`src/rtl/load_store_unit_if.sv`:
```
// Request, memory and writeback bundle between the pipeline, the load/store unit and data memory.
// The slave modport is the unit's view; master is the view of whatever drives requests and models memory.
interface load_store_unit_if #(
    parameter int ADDR_W = 8
);
    logic              req_valid;
    logic              req_ready;
    logic [2:0]        req_op;
    logic [31:0]       req_addr;
    logic [31:0]       req_wdata;
    logic [4:0]        req_rd;

    logic [ADDR_W-1:0] mem_addr;
    logic [31:0]       mem_rdata;
    logic [ADDR_W-1:0] mem_waddr;
    logic [31:0]       mem_wdata;
    logic              mem_we;

    logic              wb_valid;
    logic [4:0]        wb_rd;
    logic [31:0]       wb_data;
    logic              misalign;

    modport slave (
        input  req_valid, req_op, req_addr, req_wdata, req_rd, mem_rdata,
        output req_ready, mem_addr, mem_waddr, mem_wdata, mem_we,
               wb_valid, wb_rd, wb_data, misalign
    );

    modport master (
        output req_valid, req_op, req_addr, req_wdata, req_rd, mem_rdata,
        input  req_ready, mem_addr, mem_waddr, mem_wdata, mem_we,
               wb_valid, wb_rd, wb_data, misalign
    );
endinterface

```
`src/rtl/load_store_unit.sv`:
```
// Single-request load/store unit over a word-wide memory with combinational read.
// Sub-word stores are done as read-modify-write; loads are extended and registered for writeback.
module load_store_unit #(
    parameter int ADDR_W = 8
) (
    input  logic              clk,
    input  logic              rst,
    load_store_unit_if.slave  bus
);

    typedef enum logic [2:0] {
        IDLE, READ, WRITE, RMW_READ, RMW_WRITE, ERR
    } state_t;

    typedef enum logic [2:0] {
        OP_LW  = 3'b000, OP_LH = 3'b001, OP_LHU = 3'b010, OP_LB = 3'b011,
        OP_LBU = 3'b100, OP_SW = 3'b101, OP_SH  = 3'b110, OP_SB = 3'b111
    } op_t;

    state_t            state_q, state_d;
    op_t               op_q;
    logic [ADDR_W+1:0] addr_q;
    logic [31:0]       wdata_q;
    logic [4:0]        rd_q;
    logic [31:0]       merged_q;

    logic              req_fire;
    logic              req_misaligned;
    op_t               req_op;
    logic [ADDR_W-1:0] word_addr;
    logic [1:0]        lane;
    logic              unused_addr_hi;

    // Address bits above the memory's word range alias; they never affect the access.
    assign unused_addr_hi = ^bus.req_addr[31:ADDR_W+2];

    assign req_op    = op_t'(bus.req_op);
    assign req_fire  = (state_q == IDLE) && bus.req_valid;
    assign word_addr = addr_q[ADDR_W+1:2];
    assign lane      = addr_q[1:0];

    function automatic logic [31:0] extend_load(op_t op, logic [1:0] ln, logic [31:0] word);
        logic [7:0]  b;
        logic [15:0] h;
        b = word[{ln, 3'b000} +: 8];
        h = ln[1] ? word[31:16] : word[15:0];
        case (op)
            OP_LH:   return {{16{h[15]}}, h};
            OP_LHU:  return {16'h0000, h};
            OP_LB:   return {{24{b[7]}}, b};
            OP_LBU:  return {24'h000000, b};
            default: return word;
        endcase
    endfunction

    function automatic logic [31:0] merge_store(op_t op, logic [1:0] ln,
                                                logic [31:0] word, logic [31:0] wdata);
        logic [31:0] m;
        m = word;
        if (op == OP_SH) begin
            if (ln[1]) m[31:16] = wdata[15:0];
            else       m[15:0]  = wdata[15:0];
        end else begin
            m[{ln, 3'b000} +: 8] = wdata[7:0];
        end
        return m;
    endfunction

    always_comb begin
        req_misaligned = 1'b0;
        case (req_op)
            OP_LW, OP_SW:         req_misaligned = (bus.req_addr[1:0] != 2'b00);
            OP_LH, OP_LHU, OP_SH: req_misaligned = bus.req_addr[0];
            default:              req_misaligned = 1'b0;
        endcase
    end

    // NOTE: every output of this block gets a default first, so no path can infer a latch.
    always_comb begin
        state_d = state_q;
        case (state_q)
            IDLE: begin
                if (bus.req_valid) begin
                    if (req_misaligned)     state_d = ERR;
                    else if (req_op <= OP_LBU) state_d = READ;
                    else if (req_op == OP_SW)  state_d = WRITE;
                    else                       state_d = RMW_READ;
                end
            end
            RMW_READ: state_d = RMW_WRITE;
            default:  state_d = IDLE;
        endcase
    end

    // Memory-side outputs decode from state alone, so reset clears them without a clock.
    always_comb begin
        bus.req_ready = (state_q == IDLE);
        bus.mem_we    = (state_q == WRITE) || (state_q == RMW_WRITE);
        bus.misalign  = (state_q == ERR);
        bus.mem_addr  = (state_q == IDLE) ? '0 : word_addr;
        bus.mem_waddr = (state_q == IDLE) ? '0 : word_addr;
        case (state_q)
            WRITE:     bus.mem_wdata = wdata_q;
            RMW_WRITE: bus.mem_wdata = merged_q;
            default:   bus.mem_wdata = 32'h0;
        endcase
    end

    // NOTE: sequential state uses non-blocking assignments so all flops update from pre-edge values.
    always_ff @(posedge clk or posedge rst) begin
        if (rst) begin
            state_q  <= IDLE;
            op_q     <= OP_LW;
            addr_q   <= '0;
            wdata_q  <= 32'h0;
            rd_q     <= 5'd0;
            merged_q <= 32'h0;
        end else begin
            state_q <= state_d;
            if (req_fire) begin
                op_q    <= req_op;
                addr_q  <= bus.req_addr[ADDR_W+1:0];
                wdata_q <= bus.req_wdata;
                rd_q    <= bus.req_rd;
            end
            if (state_q == RMW_READ)
                merged_q <= merge_store(op_q, lane, bus.mem_rdata, wdata_q);
        end
    end

    // Writeback is registered out of READ, giving a two-cycle load latency from acceptance.
    always_ff @(posedge clk or posedge rst) begin
        if (rst) begin
            bus.wb_valid <= 1'b0;
            bus.wb_rd    <= 5'd0;
            bus.wb_data  <= 32'h0;
        end else begin
            bus.wb_valid <= (state_q == READ) && (rd_q != 5'd0);
            if (state_q == READ) begin
                bus.wb_rd   <= rd_q;
                bus.wb_data <= extend_load(op_q, lane, bus.mem_rdata);
            end
        end
    end

endmodule
```
`src/flat_wrapper.sv`:
```
// flat-port wrapper written by rule: the top's interface ports become plain ports
module load_store_unit_flat 
#(
    parameter int ADDR_W = 8
)
  (clk, rst, bus_req_valid, bus_req_op, bus_req_addr, bus_req_wdata, bus_req_rd, bus_mem_rdata, bus_req_ready, bus_mem_addr, bus_mem_waddr, bus_mem_wdata, bus_mem_we, bus_wb_valid, bus_wb_rd, bus_wb_data, bus_misalign);
  load_store_unit_if #(.ADDR_W(ADDR_W)) bus_i ();
  input  logic clk;
  input  logic rst;
  input wire logic [$bits(bus_i.req_valid)-1:0] bus_req_valid;
  input wire logic [$bits(bus_i.req_op)-1:0] bus_req_op;
  input wire logic [$bits(bus_i.req_addr)-1:0] bus_req_addr;
  input wire logic [$bits(bus_i.req_wdata)-1:0] bus_req_wdata;
  input wire logic [$bits(bus_i.req_rd)-1:0] bus_req_rd;
  input wire logic [$bits(bus_i.mem_rdata)-1:0] bus_mem_rdata;
  output wire logic [$bits(bus_i.req_ready)-1:0] bus_req_ready;
  output wire logic [$bits(bus_i.mem_addr)-1:0] bus_mem_addr;
  output wire logic [$bits(bus_i.mem_waddr)-1:0] bus_mem_waddr;
  output wire logic [$bits(bus_i.mem_wdata)-1:0] bus_mem_wdata;
  output wire logic [$bits(bus_i.mem_we)-1:0] bus_mem_we;
  output wire logic [$bits(bus_i.wb_valid)-1:0] bus_wb_valid;
  output wire logic [$bits(bus_i.wb_rd)-1:0] bus_wb_rd;
  output wire logic [$bits(bus_i.wb_data)-1:0] bus_wb_data;
  output wire logic [$bits(bus_i.misalign)-1:0] bus_misalign;
  assign bus_i.req_valid = bus_req_valid;
  assign bus_i.req_op = bus_req_op;
  assign bus_i.req_addr = bus_req_addr;
  assign bus_i.req_wdata = bus_req_wdata;
  assign bus_i.req_rd = bus_req_rd;
  assign bus_i.mem_rdata = bus_mem_rdata;
  assign bus_req_ready = bus_i.req_ready;
  assign bus_mem_addr = bus_i.mem_addr;
  assign bus_mem_waddr = bus_i.mem_waddr;
  assign bus_mem_wdata = bus_i.mem_wdata;
  assign bus_mem_we = bus_i.mem_we;
  assign bus_wb_valid = bus_i.wb_valid;
  assign bus_wb_rd = bus_i.wb_rd;
  assign bus_wb_data = bus_i.wb_data;
  assign bus_misalign = bus_i.misalign;
  load_store_unit #(.ADDR_W(ADDR_W)) u_core (.clk(clk), .rst(rst), .bus(bus_i));
endmodule
```
`config.mk`:
```
export PLATFORM = sky130hd
export DESIGN_NAME = load_store_unit_flat
export DESIGN_NICKNAME = d
export VERILOG_FILES = /design/src/rtl/load_store_unit_if.sv /design/src/rtl/load_store_unit.sv /design/src/flat_wrapper.sv
export SDC_FILE = /design/constraint.sdc
export NUM_CORES = 1
export LEC_CHECK = 0
export CAP_MARGIN = 20
export CELL_PAD_IN_SITES_DETAIL_PLACEMENT = 2
export CELL_PAD_IN_SITES_GLOBAL_PLACEMENT = 2
export CORE_AREA = 2 2 165 151
export CTS_CLUSTER_SIZE = 20
export DETAILED_ROUTE_END_ITERATION = 7
export DIE_AREA = 0 0 167 153
export PLACE_DENSITY = 0.79
export SYNTH_ARGS = -nofsm -noshare
export SYNTH_HDL_FRONTEND = slang
export SYNTH_SLANG_ARGS = --single-unit
```
`constraint.sdc`:
```
create_clock -name clk -period 4.52 [get_ports clk]
set_clock_uncertainty 0.05 [all_clocks]
set_input_delay 0.904 -clock clk [delete_from_list [all_inputs] [get_ports clk]]
set_output_delay 0.904 -clock clk [all_outputs]
set_load 0.01 [all_outputs]
```
==> flow_summary.yaml <==
run_status:
  status: "completed"
timing:
  fin_hold_ws_ns: 0.424
  final_max_slew_viol_count: 0
  setup_violations: 0
  hold_viol: 0
  clock.fmax_mhz: 307
  post-route-period-util: 0.721
  rsz0062_at_grt: "no"
  fin_setup_tns_ns: 0
  max_slew.worst_pin.slew_ns: 0.959
  post-route-min-period_ns: 3.26
  slew_headroom: 0.360
critical_path:
  cp_top_family: "buffers and inverters"
  cp.depth: 4
  start_kind: "flop"
  worstReg2RegStart: "u_core.addr_q[1]"
  r2r_cells: 5
  worst_r2r_endpoint: "u_core.bus.wb_data[29]"
  cp.buffers_inverters: 2
  cp_slowest_stage_delay_ns: 0.55
  crit_path_end_kind: "output port"
  cp_cell_sequence: "nor3b_2 -> buf_4 -> a22o_1 -> clkdlybuf4s50_1"
  critical_path_class: "flop to output port"
  critical_path_arrival_ns: 2.31
  cp.required_ns: 3.57
  cp_slowest_cell: "clkdlybuf4s50_1"
  cp_max_fo: 33
  regToRegSetupSlack_ns: 1.72
pwr:
  p_leak_uw: 0.00388
  irDropWorstVdd_uv: 227
  pwr_density_cell_nw_per_um2: 602
clock_tree:
  clk_pin_slew_ns: 0.06
  cts-htree-levels: 4
  post_cts_buffers: 0
  cts_tree: "built"
  clkLatencyLatePin_ns: 0.42
  cts_sinks: 123
  ctsLongestPathBuffers: 2
  holdBufCountCts: 0
  cts_root_buffer: "clkbuf_16"
  cts_resized: 0
  numCtsBuffers: 17
yosys:
  synth-xor-area-share: 0.00266
  syn_area_per_cell_sq_um: 8.65
  synth_warnings: 0
  synth_mux_area_frac: 0.0163
  seq_area_frac_synth: 0.467
  synth-compound-area-share: 0.226
  synth_commonest_cells: "nand2_1 (223), dfrtp_1 (123), a21oi_1 (53)"
  synth_top_family_by_area: "compound AO/OA/AOI/OAI gates"
  yosys.area.top_type: "dfrtp_1"
  syn-cell-area_sq_um: 6590
  yosysMostFrequentCell: "nand2_1"
  synth.area.top_cells: "dfrtp_1 (47%), nand2_1 (13%), a22o_1 (4.3%)"
  synth_nets: 874
  synth_edf_count: 0
  synth_seq_cells: 123
  synth_simple_gate_area_frac: 0.223
  synthArstFlopShare: 1.00
  synthAdderAreaFrac: 0.00949
  ys.flop_type: "dfrtp_1"
  yosys.area.top_type_share: 0.467
  synthCells: 762
  ys_types: 52
grt:
  overflow: 0
  grt_pass1_vias: 6858
  grt_first_pass_wirelength_mm: 40.4
  grt_start_max_net_pins: 66
  grt_use_total: 0.205
  antenna_found_initial: 0
floorplan:
  die_height_microns: 153
  rows: 54
  start_util: 0.276
  die-area_sq_um: 25600
  ios: 196
  die-width_microns: 167
  coreArea_sq_um: 23900
min_path:
  hold_class: "flop to flop"
  whs_path_depth: 2
  hold_path_end: "u_core.addr_q[5]"
  hp-start: "u_core.addr_q[5]"
finish:
  final-instance-count-excl-fill: 1227
  areaGrowthSynthToFinish_pct: 37.7
  diodes: 0
  final_nets: 1019
  layout-drive-gt1-share: 0.0707
job:
  drv_cap: 0
routing:
  routed_wl_mm: 25.8
  post_drt_via_cell_ratio: 5.19
  drt_iter0_drc: 431
  drc_errors: 0
  wl_per_cell_microns: 21.0
  vias: 6368
  detail-route-antenna-nets: 0
  first_pass_iters: 4
placed_design:
  place.gp.congestion: 0.841
  dp_hpwl_mm: 18.5
  dp.cells: 1196
  io_buffer_count: 173
-- logic make-up after synthesis --
kind of cell,count (synthesis)
AOI/OAI and AO/OA,217
xor gates and xnor gates,2
adders and majority gates,5
buffers and inverters,75
DFF,123
muxes,10
and+or+nand+nor,330
-- how the worst max path moves through the flow --
stage	from	to	slack (ns)
after global placement	bus_mem_rdata[31]	u_core.bus.wb_data[31]	1.45
after detailed placement	bus_mem_rdata[31]	u_core.bus.wb_data[29]	1.39
after global routing	u_core.state_q[0]	bus_mem_wdata[31]	1.14
after CTS	u_core.state_q[0]	bus_mem_wdata[10]	1.23
final	u_core.state_q[0]	bus_mem_wdata[14]	1.26
after floorplan	rst	u_core.addr_q[0]	0.30
-- layer usage --
metal  global-route usage  wire length [microns]  vias to the layer above
met3               0.0539                   1300                       40
met2                0.349                  12800                      173
li1                     -                      -                     2927
met4               0.0661                    584                        0
met1                0.252                  11100                     3228
met5                    0                      0                        -
-- tightest hold or removal path, delay by kind of cell, from the launching register on --
family	cells	cell delay, ns
and+or+nand+nor	2	0.11
DFF	1	0.34
-- where the power goes --
group          internal [uW]  switching, uW  total [uW]
combinational           1010           1150        2160
clock                    807            504        1310
sequential              1560            442        2000
-- cell type report --
type | instances | area, sq um
fill | 2652 | 14800
multi-input combinational | 564 | 3150
sequential | 123 | 3080
timing repair buffer | 186 | 1840
clock buffer | 24 | 492
tap | 308 | 385
clock inverter | 7 | 65.1
inverter | 15 | 58.8
-- stage by stage --
stage	total power [uW]	setup slack [ns]	cell area [sq um]	util
after CTS	5530	1.23	9070	0.380
after global routing	5830	1.14	9070	0.380
final	5470	1.26	9070	0.380
after global placement	4060	1.45	8520	0.357
after floorplan	3100	0.295	6590	-
after detailed placement	4170	1.39	8520	0.357
-- placed cells by master, fill, tap and decap left out, drive strengths merged, types with 13 or more instances in the layout --
| cell type | count |
|---|---|
| nand2 | 223 |
| clkdlybuf4s50 | 173 |
| dfrtp | 123 |
| a21oi | 57 |
| o21ai | 47 |
| nor2 | 43 |
| a22o | 32 |
| nor2b | 30 |
| clkbuf | 24 |
| a221oi | 16 |
| a211oi | 16 |
| o31ai | 16 |
| inv | 14 |
| buf | 13 |
-- flip-flops by register name, summed over array words and instances (netlist names) --
name,cells
u_core.bus.wb_rd,5
u_core.bus.wb_data,32
u_core.addr_q,10
u_core.wdata_q,32
u_core.op_q,3
u_core.bus.wb_valid,1
u_core.state_q,3
u_core.rd_q,5
u_core.merged_q,32
Power figures use the tool's default switching activity.
